==> src/rtl/mitchell_pkg.sv <==
// Shared widths and stage payload types for the Mitchell log-domain divider.
package mitchell_pkg;
  localparam int MAG_W  = 8;
  localparam int K_W    = 3;
  localparam int FRAC_W = 7;
  localparam int LOG_W  = K_W + FRAC_W;
  localparam int L_W    = 11;
  localparam int Q_W    = 16;
  localparam int STAGES = 3;

  typedef struct packed {
    logic [LOG_W-1:0] la;
    logic [LOG_W-1:0] lb;
    logic             za;
    logic             zb;
    logic             sign;
  } s1_t;

  typedef struct packed {
    logic [L_W-1:0] l;
    logic           dbz;
    logic           zero;
    logic           sign;
  } s2_t;
endpackage

==> src/rtl/mitchell_log_enc.sv <==
// Mitchell log encoder: leading-one index k, normalised fraction f, zero flag.
// Purely combinational; no flow control of its own.
module mitchell_log_enc
  import mitchell_pkg::*;
(
  input  logic [MAG_W-1:0]  mag,
  output logic [K_W-1:0]    k,
  output logic [FRAC_W-1:0] f,
  output logic              zero
);

  always_comb begin
    k = '0;
    for (int i = 0; i < MAG_W; i++) begin
      if (mag[i]) k = i[K_W-1:0];
    end
  end

  // Shift the leading one into bit 7; the bits below it are the fraction.
  assign f    = FRAC_W'(mag << (3'd7 - k));
  assign zero = (mag == '0);

endmodule

==> src/rtl/mitchell_div_pipe.sv <==
// Sign-magnitude divider using Mitchell's log approximation, Q8.8 quotient.
// Latency 3 cycles; one global enable stalls every stage while the output is held.
// Backpressure: in_ready = ~out_valid | out_ready; bubbles are not collapsed.
module mitchell_div_pipe
  import mitchell_pkg::*;
(
  input  logic        clk,
  input  logic        rst_n,
  input  logic        in_valid,
  output logic        in_ready,
  input  logic [8:0]  x,
  input  logic [8:0]  y,
  output logic        out_valid,
  input  logic        out_ready,
  output logic [16:0] q,
  output logic        dbz
);

  logic en;
  assign en       = ~out_valid | out_ready;
  assign in_ready = en;

  // S1: log-encode both operands
  logic [K_W-1:0]    ka, kb;
  logic [FRAC_W-1:0] fa, fb;
  logic              za, zb;

  mitchell_log_enc u_enc_a (.mag(x[MAG_W-1:0]), .k(ka), .f(fa), .zero(za));
  mitchell_log_enc u_enc_b (.mag(y[MAG_W-1:0]), .k(kb), .f(fb), .zero(zb));

  s1_t  s1_nxt, s1;
  logic s1_vld;

  always_comb begin
    s1_nxt.la   = {ka, fa};
    s1_nxt.lb   = {kb, fb};
    s1_nxt.za   = za;
    s1_nxt.zb   = zb;
    s1_nxt.sign = x[8] ^ y[8];
  end

  // S2: log-domain subtract and zero/dbz resolution
  s2_t  s2_nxt, s2;
  logic s2_vld;

  always_comb begin
    s2_nxt.l    = {1'b0, s1.la} - {1'b0, s1.lb};
    s2_nxt.dbz  = s1.zb;
    s2_nxt.zero = s1.za & ~s1.zb;
    s2_nxt.sign = s1.sign & ~s1.za & ~s1.zb;
  end

  always_ff @(posedge clk or negedge rst_n) begin
    if (!rst_n) begin
      s1_vld <= 1'b0;
      s2_vld <= 1'b0;
    end else if (en) begin
      s1_vld <= in_valid;
      s2_vld <= s1_vld;
    end
  end

  always_ff @(posedge clk) begin
    if (en) begin
      s1 <= s1_nxt;
      s2 <= s2_nxt;
    end
  end

  // S3: (128+g)*2^(e+1) == ({1,g} << 8) >> (7-e); 7-e spans 0..15 in 4-bit arithmetic.
  logic [3:0]     sh;
  logic [Q_W-1:0] mant, antilog;

  assign sh      = 4'd7 - s2.l[L_W-1:FRAC_W];
  assign mant    = {1'b1, s2.l[FRAC_W-1:0], 8'h00};
  assign antilog = mant >> sh;

  always_ff @(posedge clk or negedge rst_n) begin
    if (!rst_n) begin
      out_valid <= 1'b0;
      q         <= '0;
      dbz       <= 1'b0;
    end else if (en) begin
      out_valid <= s2_vld;
      if (s2_vld) begin
        dbz <= s2.dbz;
        if (s2.dbz)       q <= {1'b0, {Q_W{1'b1}}};
        else if (s2.zero) q <= '0;
        else              q <= {s2.sign, antilog};
      end
    end
  end

endmodule

==> config.mk <==
export PLATFORM = sky130hd
export DESIGN_NAME = mitchell_div_pipe
export DESIGN_NICKNAME = d
export VERILOG_FILES = /design/src/rtl/mitchell_pkg.sv /design/src/rtl/mitchell_log_enc.sv /design/src/rtl/mitchell_div_pipe.sv
export SDC_FILE = /design/constraint.sdc
export NUM_CORES = 1
export LEC_CHECK = 0
export BUFFER_PORTS_ARGS = -buffer_cell sky130_fd_sc_hd__buf_2
export CORE_MARGIN = 2
export CORE_UTILIZATION = 60
export CTS_BUF_LIST = sky130_fd_sc_hd__clkbuf_8
export CTS_CLUSTER_SIZE = 14
export DETAILED_ROUTE_END_ITERATION = 8
export GPL_ROUTABILITY_DRIVEN = 0
export GPL_TIMING_DRIVEN = 0
export HOLD_SLACK_MARGIN = 0.05
export PLACE_DENSITY = 0.82
export REMOVE_ABC_BUFFERS = 1
export SLEW_MARGIN = 15
export SYNTH_ARGS = -nofsm -noshare
export SYNTH_HDL_FRONTEND = slang
export SYNTH_SLANG_ARGS = --single-unit
==> constraint.sdc <==
create_clock -name clk -period 2.4 [get_ports clk]
set_input_delay 0.12 -clock clk [delete_from_list [all_inputs] [get_ports clk]]
set_output_delay 0.12 -clock clk [all_outputs]
set_load 0.1 [all_outputs]
* Yosys cells after proc, flatten, opt, wreduce, memory -nomap -nowiden
Index checks and enable logic that the tools add are counted.
** Word-level totals
- Flip-flop bits (word level) :: 58
- Bits of input ports :: 22
- Word-level logic and storage cells :: 48
** Cells by class
- Add/sub/neg operators :: 4
- Shift-type cells :: 3
- Mux-type cells :: 16
- Bitwise logic cells :: 8
- Reductions and logical operators :: 3
** Operators by type and width (number)
- 17-bit two-way mux :: 2
- 3-bit two-way mux :: 8
- 8-bit logical NOT :: 2
- 8-bit by 3-bit << shifter with 7-bit output :: 2
- 16-bit by 4-bit >> shifter with 16-bit output :: 1
- 10-bit by 10-bit subtractor with 11-bit output :: 1
- 2-bit two-way mux :: 4
- 3-bit subtractor (first input constant) :: 2
- 3-bit by 4-bit subtractor with 4-bit output (first input constant) :: 1
- 1-bit bitwise AND :: 3
- 1-bit inverter :: 3
- 1-bit two-way mux :: 2
- 2-bit AND reduction :: 1
- 1-bit OR :: 1
- 1-bit XOR :: 1

* Longest topological paths before layout
Gate-level depths: netlist of run 1.
- Word-level depth :: 9
- Depth in mapped cells :: 9
- Depth with buffers taken out :: 9

* Hierarchy
Synthesis of run 1 repeated with hierarchy kept, for this count alone.
** Unflattened totals
- Cells, all modules :: 358
- Area, all modules :: 3598.5 um^2
** By module, submodules not included
- mitchell_div_pipe :: instances 1, cells each 244, area an instance 2927.8 um^2, sequential area each 1636.6 um^2
- mitchell_log_enc :: instances 2, cells each 57, area an instance 335.3 um^2, sequential area each 0.0 um^2

* Worst setup path after synthesis of run 1
OpenSTA, ideal clock, no wires.
- Path kind :: register to register
- Start point :: reg out_valid
- End point :: reg q[14]
- Library setup time :: 0.083 ns
- Data arrival time :: 3.521 ns
- Required time :: 2.317 ns
- Slack :: -1.204 ns
- Cell stages (with the launch flop) :: 6
- Buffers on the path :: 1
- Period minus slack after synthesis :: 3.604 ns
- Cell sequence :: dfrtp_1 nand2b_1 nand2_1 clkbuf_1 nand2_1 o21ai_0
** On the way
- Cells in the longest elaborated chain, start to end :: 3
** RTL lines
- start: declaration :: line mitchell_div_pipe.sv:13 : output logic out_valid,
- start signal: assignment :: line mitchell_div_pipe.sv:84 : out_valid <= s2_vld;
- 1-bit inverter :: line mitchell_div_pipe.sv:20 : assign en = ~out_valid | out_ready;
- 1-bit OR :: line mitchell_div_pipe.sv:20
- net in_ready :: line mitchell_div_pipe.sv:10 : output logic in_ready,
- 2-bit AND reduction (no line)
- end signal: assignment :: line mitchell_div_pipe.sv:87 : if (s2.dbz) q <= {1'b0, {Q_W{1'b1}}};
- end signal: assignment :: line mitchell_div_pipe.sv:89 : else q <= {s2.sign, antilog};
- end: declaration :: line mitchell_div_pipe.sv:15 : output logic [16:0] q,
The timed path passes the listed nets, and every way through them passes these cells.
A chain may end at the register's enable or synchronous reset.

==> impl_metrics.py, run 1 <==
metrics = {
    "run_status": {
        "status": "finished, final reports clean",
    },
    "setup_path": {
        "critPathKind": "flop to flop",
        "crit_top_cell": "inv_1",
        "cpLargestDelayFamily": "compound AO/OA/AOI/OAI gates",
        "crit_chain": "inv_1 -> ha_1 -> inv_1 -> fa_1 -> a21o_1 -> a21oi_2 -> o21a_1 -> o21ai_0 -> xor2_1",
        "critPathArrivalTime_ps": 2250,
        "r2r_cells": 9,
        "rrSetupSlack_ps": 220,
        "slowest_stage": "fa_1",
        "endpoint_kind": "flop",
        "timing.rr.end": "s2[11]",
        "r2r_start": "s1[13]",
        "cp_slowest_stage_delay_ps": 410,
        "critPathBufInv": 2,
        "path_max_fanout": 2,
        "startpoint_type": "flop",
        "critPathRequiredTime_ps": 2470,
        "crit_cells": 9,
    },
    "finish": {
        "fill_cells": 407,
        "nets": 407,
        "multiInputGateArea_mm2": 0.00155,
        "post-route-util": 0.706,
        "seq_area_mm2": 0.00164,
        "antennaDiodeCount": 0,
        "layout-drive-gt1-share": 0.211,
        "area_growth_pct": 14.5,
        "fin_area_mm2": 0.00384,
    },
    "flow_run": {
        "drv_cap": 0,
    },
    "global_route": {
        "grt_overflow": 0,
        "grt_max_degree": 28,
        "grt-busiest-layer": "met2",
        "met3_usage": 0.0739,
        "grtUsageTotal": 0.238,
        "grt_pass1_vias": 2426,
        "met1_usage": 0.274,
        "antenna_found_initial": 0,
        "use_met2": 0.405,
        "grt_pass1_wl_mm": 11.3,
    },
    "timing": {
        "whs_ps": 95.4,
        "finalMaxSlewViolations": 0,
        "rsz0062_at_grt": "false",
        "clock.fmax_mhz": 459,
        "fin_skew_ps": 10.3,
        "setup_viol": 0,
        "finalHoldViolCount": 0,
        "min_period_ps": 2180,
        "slew-limit-headroom": 0.507,
        "fin_tns_setup_ps": 0,
        "period_share": 0.908,
        "tightestPinTransition_ps": 733,
    },
    "floorplan": {
        "core.rowCount": 27,
        "die-area_mm2": 0.00621,
        "die_h_um": 78.8,
        "io_pins": 42,
        "die_w_um": 78.8,
        "core_mm2": 0.00544,
        "start_util": 0.617,
    },
    "drt": {
        "drt_iter0_drc": 192,
        "postRouteAntennaNets": 0,
        "drt-vias-per-instance": 5.85,
        "route.detailed.drc": 0,
        "wl_mm": 6.70,
        "vias": 2638,
        "firstDrtPassIters": 5,
        "routedWlPerCell_um": 14.9,
    },
    "pwr": {
        "power.density_mw_per_mm2": 1350,
        "total_power_mw": 5.18,
        "p_leak_nw": 1.64,
        "max-vdd-ir-drop_mv": 1.11,
    },
    "worst_hold_path": {
        "hold_path_depth": 2,
        "hold_start": "x[8]",
        "worstHoldPathType": "input pin to flop",
        "whs_endpoint": "s1[0]",
    },
    "clocking": {
        "cts_tree": "yes",
        "clock-root-buffer": "clkbuf_8",
        "cts.sinks": 58,
        "clkTransAtPathRegs_ps": 60,
        "cts_buffers": 9,
        "h-tree-depth": 3,
        "clk_latency_ps": 340,
        "cts.path.max_buffers": 2,
    },
    "yosys": {
        "yosys.area.top_type_share": 0.331,
        "yosysWarnings": 0,
        "ys_ff_latch": 58,
        "ys_seq_area_frac": 0.488,
        "netlist_instances": 330,
        "synth_edf_count": 37,
        "syn_area_per_cell_um2": 10.2,
        "synth_common_cells": "nand2_1, edfxtp_1, inv_1, a21oi_1",
        "post-synth-top-count-cell": "nand2_1",
        "yosysUniqueCellTypes": 59,
        "synthTopCellsByArea": "edfxtp_1, dfrtp_1, nand2_1",
        "async_flop_share": 0.362,
        "yosysTopAreaCell": "edfxtp_1",
        "synth_area_mm2": 0.00336,
        "synth_ff_type": "edfxtp_1",
    },
    "placed_design": {
        "io_buffer_count": 41,
        "placed_area_mm2": 0.00360,
        "dp_hpwl_mm": 4.78,
    },
}
## worst max-delay path by stage
stage | startpoint | end
after CTS | s1[13] | s2[11]
after detailed placement | s1[13] | s2[11]
final | s1[13] | s2[11]
after global routing | out_valid | q[3]
after global placement | out_valid | q[3]
after floorplan | out_valid | q[3]
## layer usage
layer	wire length [um]	vias up
met1	2600	1224
li1	-	1294
met4	204	0
met5	0	-
met2	3510	101
met3	387	19
## metrics by stage
step / worst slack, ps / cells
2_1_floorplan: -1730 / 316
3_3_place_gp: -923 / 429
3_5_place_dp: 162 / 430
4_1_cts: 132 / 448
5_1_grt: 1.79 / 451
6_report: 221 / 451
## registers in the layout, indices dropped and copies added, names as in the netlist
signal,count
mant,7
q,17
s2,7
s1_vld,1
s2_vld,1
s1,23
out_valid,1
dbz,1
## cell families (layout without fill, tap and decap cells)
| family | count (synthesis) | in the layout | synth area share |
|---|---|---|---|
| flip-flops | 58 | 58 | 0.488 |
| buffers and inverters | 41 | 90 | 0.0537 |
| XOR/XNOR | 8 | 8 | 0.0209 |
| multiplexers | 20 | 20 | 0.0761 |
| adder cells (fa/ha/maj) | 11 | 11 | 0.0433 |
| AND/OR/NAND/NOR | 104 | 104 | 0.145 |
| AO/OA/AOI/OAI | 88 | 88 | 0.174 |
## cell type report
type	instances	area share
sequential	58	0.426
multi-input combinational	231	0.402
timing repair buffer	47	0.0716
clock buffer	9	0.0322
inverter	27	0.0264
tap	72	0.0234
clock inverter	7	0.0182
## cell usage in the layout, fill, tap and decap left out, types with 5 or more instances in the layout
master,Yosys,layout
dfrtp_1,21,21
inv_1,27,27
nand2_1,45,45
o221ai_1,5,5
nor2_1,21,21
xor2_1,5,5
nand3_1,6,6
o21ai_0,18,18
buf_2,1,41
a21oi_1,25,24
edfxtp_1,37,37
mux2i_1,9,9
a31oi_1,7,7
clkbuf_8,1,9
mux2_2,8,8
ha_1,10,10
## power by group
group / switching (mW) / internal (mW)
clock network: 0.388 / 0.474
registers: 0.260 / 1.45
logic: 1.91 / 0.703
## repair_timing
action | in CTS | in global routing
hold endpoints to repair | 22 | 0
setup endpoints to repair | 0 | 2
hold buffers | 2 | 0
resized for setup | 0 | 1
buffers inserted | 0 | 3
No activity file was read; power rests on OpenSTA's default activity.
==> run 2, diff against run 1 <==
--- a/config.mk
+++ b/config.mk
@@ -7,14 +7,13 @@
 export LEC_CHECK = 0
 export BUFFER_PORTS_ARGS = -buffer_cell sky130_fd_sc_hd__buf_2
 export CORE_MARGIN = 2
-export CORE_UTILIZATION = 60
+export CORE_UTILIZATION = 45
 export CTS_BUF_LIST = sky130_fd_sc_hd__clkbuf_8
 export CTS_CLUSTER_SIZE = 14
 export DETAILED_ROUTE_END_ITERATION = 8
 export GPL_ROUTABILITY_DRIVEN = 0
 export GPL_TIMING_DRIVEN = 0
 export HOLD_SLACK_MARGIN = 0.05
-export PLACE_DENSITY = 0.82
 export REMOVE_ABC_BUFFERS = 1
 export SLEW_MARGIN = 15
 export SYNTH_ARGS = -nofsm -noshare
==> run 2 against run 1 <==
  * Setup slack lost 19 ps
  * Register-to-register slack lost 20 ps
  * Clock skew shrank 0.64 ps
  * Critical path depth is the same
  * Wire length is essentially flat
  * Worst hold slack gained 8.6 ps
  * Final cell count grew 6.2%
  * First-iteration DRC count shrank 41%
  * Via count shrank 2.5%
  * Power shrank 2.8%
  * Sequential cell count is the same
  * Largest cell class unchanged
  * Largest power group unchanged
==> impl_metrics.py, run 2 (synthesis gave the netlist of run 1 again) <==
metrics = {
    "drt": {
        "wl_mm": 6.70,
        "vias": 2571,
        "drt-vias-per-instance": 5.37,
        "routedWlPerCell_um": 14.0,
        "postRouteAntennaNets": 0,
        "firstDrtPassIters": 4,
        "drt_iter0_drc": 113,
        "route.detailed.drc": 0,
    },
    "setup_path": {
        "endpoint_kind": "flop",
        "startpoint": "s1[13]",
        "critPathKind": "flop to flop",
        "crit_top_cell": "inv_1",
        "startpoint_type": "flop",
        "critPathRequiredTime_ps": 2470,
        "critPathBufInv": 2,
        "r2r_start": "s1[13]",
        "cp_slowest_stage_delay_ps": 390,
        "slowest_stage": "fa_1",
        "path_max_fanout": 2,
        "critPathArrivalTime_ps": 2270,
        "crit_chain": "inv_1 -> ha_1 -> inv_1 -> fa_1 -> a21o_1 -> a21oi_1 -> o21a_1 -> o21ai_0 -> xor2_1",
        "cpLargestDelayFamily": "compound AO/OA/AOI/OAI gates",
    },
    "clocking": {
        "cts_buffers": 9,
        "clkTransAtPathRegs_ps": 60,
        "h-tree-depth": 3,
        "cts.path.max_buffers": 2,
        "cts.sinks": 58,
        "clk_latency_ps": 330,
        "cts_tree": "yes",
        "clock-root-buffer": "clkbuf_8",
    },
    "global_route": {
        "grt_pass1_wl_mm": 11.2,
        "grt-busiest-layer": "met2",
        "grtUsageTotal": 0.173,
        "use_met2": 0.289,
        "grt_overflow": 0,
        "grt_max_degree": 35,
        "met1_usage": 0.207,
        "grt_pass1_vias": 2429,
        "met3_usage": 0.0543,
        "antenna_found_initial": 0,
    },
    "finish": {
        "layout-drive-gt1-share": 0.205,
        "nets": 408,
        "fill_cells": 658,
        "reg_top3": "s1 x23, q x17",
        "largest_reg_flops": 23,
        "regMostFlops": "s1",
        "layout_common_cells": "nand2_1, buf_2, edfxtp_1, inv_1, a21oi_1",
        "fin_area_mm2": 0.00384,
        "layout_commonest_cell": "nand2_1",
        "area_growth_pct": 14.5,
        "post-route-util": 0.530,
        "antennaDiodeCount": 0,
    },
    "timing": {
        "finalHoldViolCount": 0,
        "rsz0062_at_grt": "false",
        "finalMaxSlewViolations": 0,
        "setup_viol": 0,
        "tightestPinTransition_ps": 746,
        "period_share": 0.916,
        "clock.fmax_mhz": 455,
        "fin_skew_ps": 9.62,
        "min_period_ps": 2200,
        "whs_ps": 104,
        "post-route-worst-setup-slack_ps": 201,
        "slew-limit-headroom": 0.498,
    },
    "pwr": {
        "clkPwrFrac": 0.149,
        "intPower_mw": 2.54,
        "p_switching_mw": 2.50,
        "p_seq_frac": 0.339,
        "power.density_mw_per_mm2": 1310,
        "max-vdd-ir-drop_mv": 0.572,
        "p_comb_frac": 0.512,
        "total_power_mw": 5.03,
        "swShare": 0.496,
        "p_leak_nw": 1.66,
    },
    "floorplan": {
        "core_mm2": 0.00725,
        "io_pins": 42,
        "die_h_um": 90.4,
        "start_util": 0.463,
        "die_w_um": 90.4,
        "die-area_mm2": 0.00816,
        "core.rowCount": 31,
    },
    "worst_hold_path": {
        "worstHoldPathType": "input pin to flop",
        "hold_start": "y[0]",
    },
    "placed_design": {
        "dp_slack_ps": 143,
        "io_buffer_count": 41,
        "dp_hpwl_mm": 4.85,
        "placed_area_mm2": 0.00363,
    },
    "flow_run": {
        "drv_cap": 0,
    },
    "run_status": {
        "status": "finished, final reports clean",
    },
}
-- run 2: changes by cell type in the layout (fill, tap and decap cells not counted), sizes merged --
| cell | change |
|---|---|
| clkinvlp | -3 |
| inv | +3 |
| buf | +1 |
| bufinv | -1 |
| clkbuf | +1 |
-- run 2: worst register-to-register path, cell delays in order (launching register included) --
cell and delay, ps:
edfxtp_1 370, inv_1 60, ha_1 150, inv_1 60, fa_1 390, a21o_1 180, a21oi_1 250, o21a_1 200
o21ai_0 120, xor2_1 170
-- run 2: final timing paths --
| check | end | slack, ps | cells after the start |
|---|---|---|---|
| worst max register to register | s2[11] | 200 | 9 |
| max in group asynchronous | s1_vld | 1800 | 2 |
| min in group asynchronous | q[6] | 270 | 2 |
| worst max-delay path | s2[11] | 200 | 9 |
| worst min register to register | q[6] | 460 | 2 |
| worst min-delay path | s1[1] | 100 | 2 |
-- run 2: power by group through the flow --
stage,Sequential [mW],Combinational [mW],Clock [mW]
2_1_floorplan,2.78,0.976,0
3_3_place_gp,1.75,2.47,0
3_5_place_dp,1.76,2.50,0
4_1_cts,1.74,2.51,0.775
5_1_grt,1.76,2.76,0.827
6_report,1.71,2.58,0.749
-- run 2: what timing repair did --
item,in CTS,in global routing
endpoints found under the hold margin,22,0
hold buffers,2,0
setup endpoints to repair,0,1
setup buffers,0,4
resized for setup,0,0
-- run 2: area by class of cell --
class | count | area, um^2 | share of cell area
Clock buffer | 10 | 138 | 0.0358
Clock inverter | 6 | 26.3 | 0.00684
Inverter | 27 | 101 | 0.0264
Multi-Input combinational cell | 231 | 1540 | 0.401
Sequential cell | 58 | 1640 | 0.426
Tap cell | 99 | 124 | 0.0322
Timing Repair Buffer | 48 | 275 | 0.0716
-- run 2: per-layer routing --
layer | share of wire | wire (um)
met5 | 0 | 0
met4 | 0.020 | 135
met3 | 0.044 | 295
met2 | 0.50 | 3360
met1 | 0.43 | 2920
-- run 2: stage by stage --
step,TNS (ps),cells
floorplan,-57120,316
global placement,-14690,456
detailed placement,0,457
CTS,0,475
global route,0,479
finish,0,479
==> run 3, diff against run 2 <==
--- a/config.mk
+++ b/config.mk
@@ -5,7 +5,8 @@
 export SDC_FILE = /design/constraint.sdc
 export NUM_CORES = 1
 export LEC_CHECK = 0
-export BUFFER_PORTS_ARGS = -buffer_cell sky130_fd_sc_hd__buf_2
+export BUFFER_PORTS_ARGS = -buffer_cell sky130_fd_sc_hd__clkbuf_2
+export CAP_MARGIN = 10
 export CORE_MARGIN = 2
 export CORE_UTILIZATION = 45
 export CTS_BUF_LIST = sky130_fd_sc_hd__clkbuf_8
==> run 3 against run 2 <==
  * Power is 0.82% higher
  * Clock power up 5.2%
  * Fmax decreased by 0.11%
  * Non-clock buffer count unchanged
  * Sequential power barely moved
  * Sequential cell count did not move
  * Largest cell class unchanged
  * Die area did not move
  * Register-to-register slack barely moved
  * Setup slack worse by 2.4 ps
==> impl_metrics.py, run 3 (synthesis gave the netlist of run 1 again) <==
metrics = {
    "setup_path": {
        "critPathRequiredTime_ps": 2470,
        "endpoint_kind": "flop",
        "r2r_cells": 9,
        "critPathArrivalTime_ps": 2270,
        "startpoint_type": "flop",
        "path_max_fanout": 2,
        "critPathKind": "flop to flop",
    },
    "global_route": {
        "grt_pass1_vias": 2357,
        "grtUsageTotal": 0.171,
        "grt_pass1_wl_mm": 11.2,
        "antenna_found_initial": 0,
        "grt_max_degree": 35,
        "grt_overflow": 0,
    },
    "finish": {
        "regMostFlops": "s1",
        "layout_commonest_cell": "nand2_1",
        "antennaDiodeCount": 0,
        "nets": 408,
        "post-route-util": 0.532,
        "layout_common_cells": "nand2_1, clkbuf_2, edfxtp_1, inv_1, a21oi_1",
        "largest_reg_flops": 23,
        "layout-drive-gt1-share": 0.211,
        "area_growth_pct": 14.9,
        "reg_top3": "s1 x23, q x17",
    },
    "drt": {
        "drt_iter0_drc": 92,
        "wl_mm": 6.73,
        "firstDrtPassIters": 5,
        "route.detailed.drc": 0,
        "routedWlPerCell_um": 14.0,
        "vias": 2581,
        "postRouteAntennaNets": 0,
        "drt-vias-per-instance": 5.39,
    },
    "clocking": {
        "clock-root-buffer": "clkbuf_8",
        "h-tree-depth": 3,
        "cts.sinks": 58,
        "clkTransAtPathRegs_ps": 60,
        "cts_buffers": 9,
        "cts.path.max_buffers": 2,
        "cts_tree": "yes",
        "clk_latency_ps": 340,
    },
    "timing": {
        "period_share": 0.917,
        "clock.fmax_mhz": 454,
        "fin_skew_ps": 8.33,
        "post-route-worst-setup-slack_ps": 199,
        "finalHoldViolCount": 0,
        "finalMaxSlewViolations": 0,
        "slew-limit-headroom": 0.518,
        "min_period_ps": 2200,
        "whs_ps": 105,
        "setup_viol": 0,
        "tightestPinTransition_ps": 721,
        "rsz0062_at_grt": "false",
    },
    "worst_hold_path": {
        "hold_path_depth": 2,
        "worstHoldPathType": "input pin to flop",
    },
    "floorplan": {
        "die_w_um": 90.4,
        "core.rowCount": 31,
        "core_mm2": 0.00725,
        "die_h_um": 90.4,
        "die-area_mm2": 0.00816,
        "start_util": 0.463,
        "io_pins": 42,
    },
    "pwr": {
        "p_leak_nw": 1.66,
        "power.density_mw_per_mm2": 1320,
        "total_power_mw": 5.07,
        "max-vdd-ir-drop_mv": 0.594,
    },
    "placed_design": {
        "dp_hpwl_mm": 4.80,
        "io_buffer_count": 41,
        "dp_slack_ps": 142,
    },
    "flow_run": {
        "drv_cap": 0,
    },
    "run_status": {
        "status": "finished, final reports clean",
    },
}
[run 3: layout make-up]
cell class	count	area [um^2]
sequential	58	1640
inverter	27	101
fill	646	3400
clock buffer	11	151
timing repair buffer	48	275
tap	99	124
multi-input combinational	231	1550
clock inverter	5	22.5
[run 3: per-layer routing]
metal	GRT usage	wire length, um
met1	0.213	3000
met4	0.0769	126
met2	0.279	3300
met3	0.0476	300
met5	0	0
[run 3: worst paths after layout]
kind                       startpoint  endpoint  slack (ps)
max reg2reg                    s1[13]    s2[11]         200
min reg2reg                      q[6]      q[6]         470
max                            s1[13]    s2[11]         200
min                              y[0]     s1[1]         110
max in group asynchronous       rst_n     q[14]        1780
min in group asynchronous       rst_n       dbz         270
[run 3: worst max-delay path: stages, from the launching register on]
cell and delay [ps]:
edfxtp_1 380, inv_1 70, ha_1 150, inv_1 50
fa_1 400, a21o_1 190, a21oi_2 190, o21a_1 180
o21ai_0 130, xor2_1 170
[run 3: power breakdown]
group          internal, mW  switching [mW]
clock                 0.417           0.370
sequential             1.45           0.270
combinational         0.700            1.87
[run 3: repair_timing]
action                                  4_1_cts  5_1_grt
buffers inserted                              0        4
hold buffers                                  2        0
gates resized for setup                       0        1
endpoints found under the hold margin        22        0
endpoints found under the setup margin        0        2
[run 3: stage by stage]
step / setup TNS (ps) / instance area (um^2) / std cells
floorplan: -57120 / 3280 / 316
global placement: -14910 / 3610 / 456
detailed placement: 0 / 3630 / 457
CTS: 0 / 3820 / 475
global route: 0 / 3860 / 479
finish: 0 / 3860 / 479
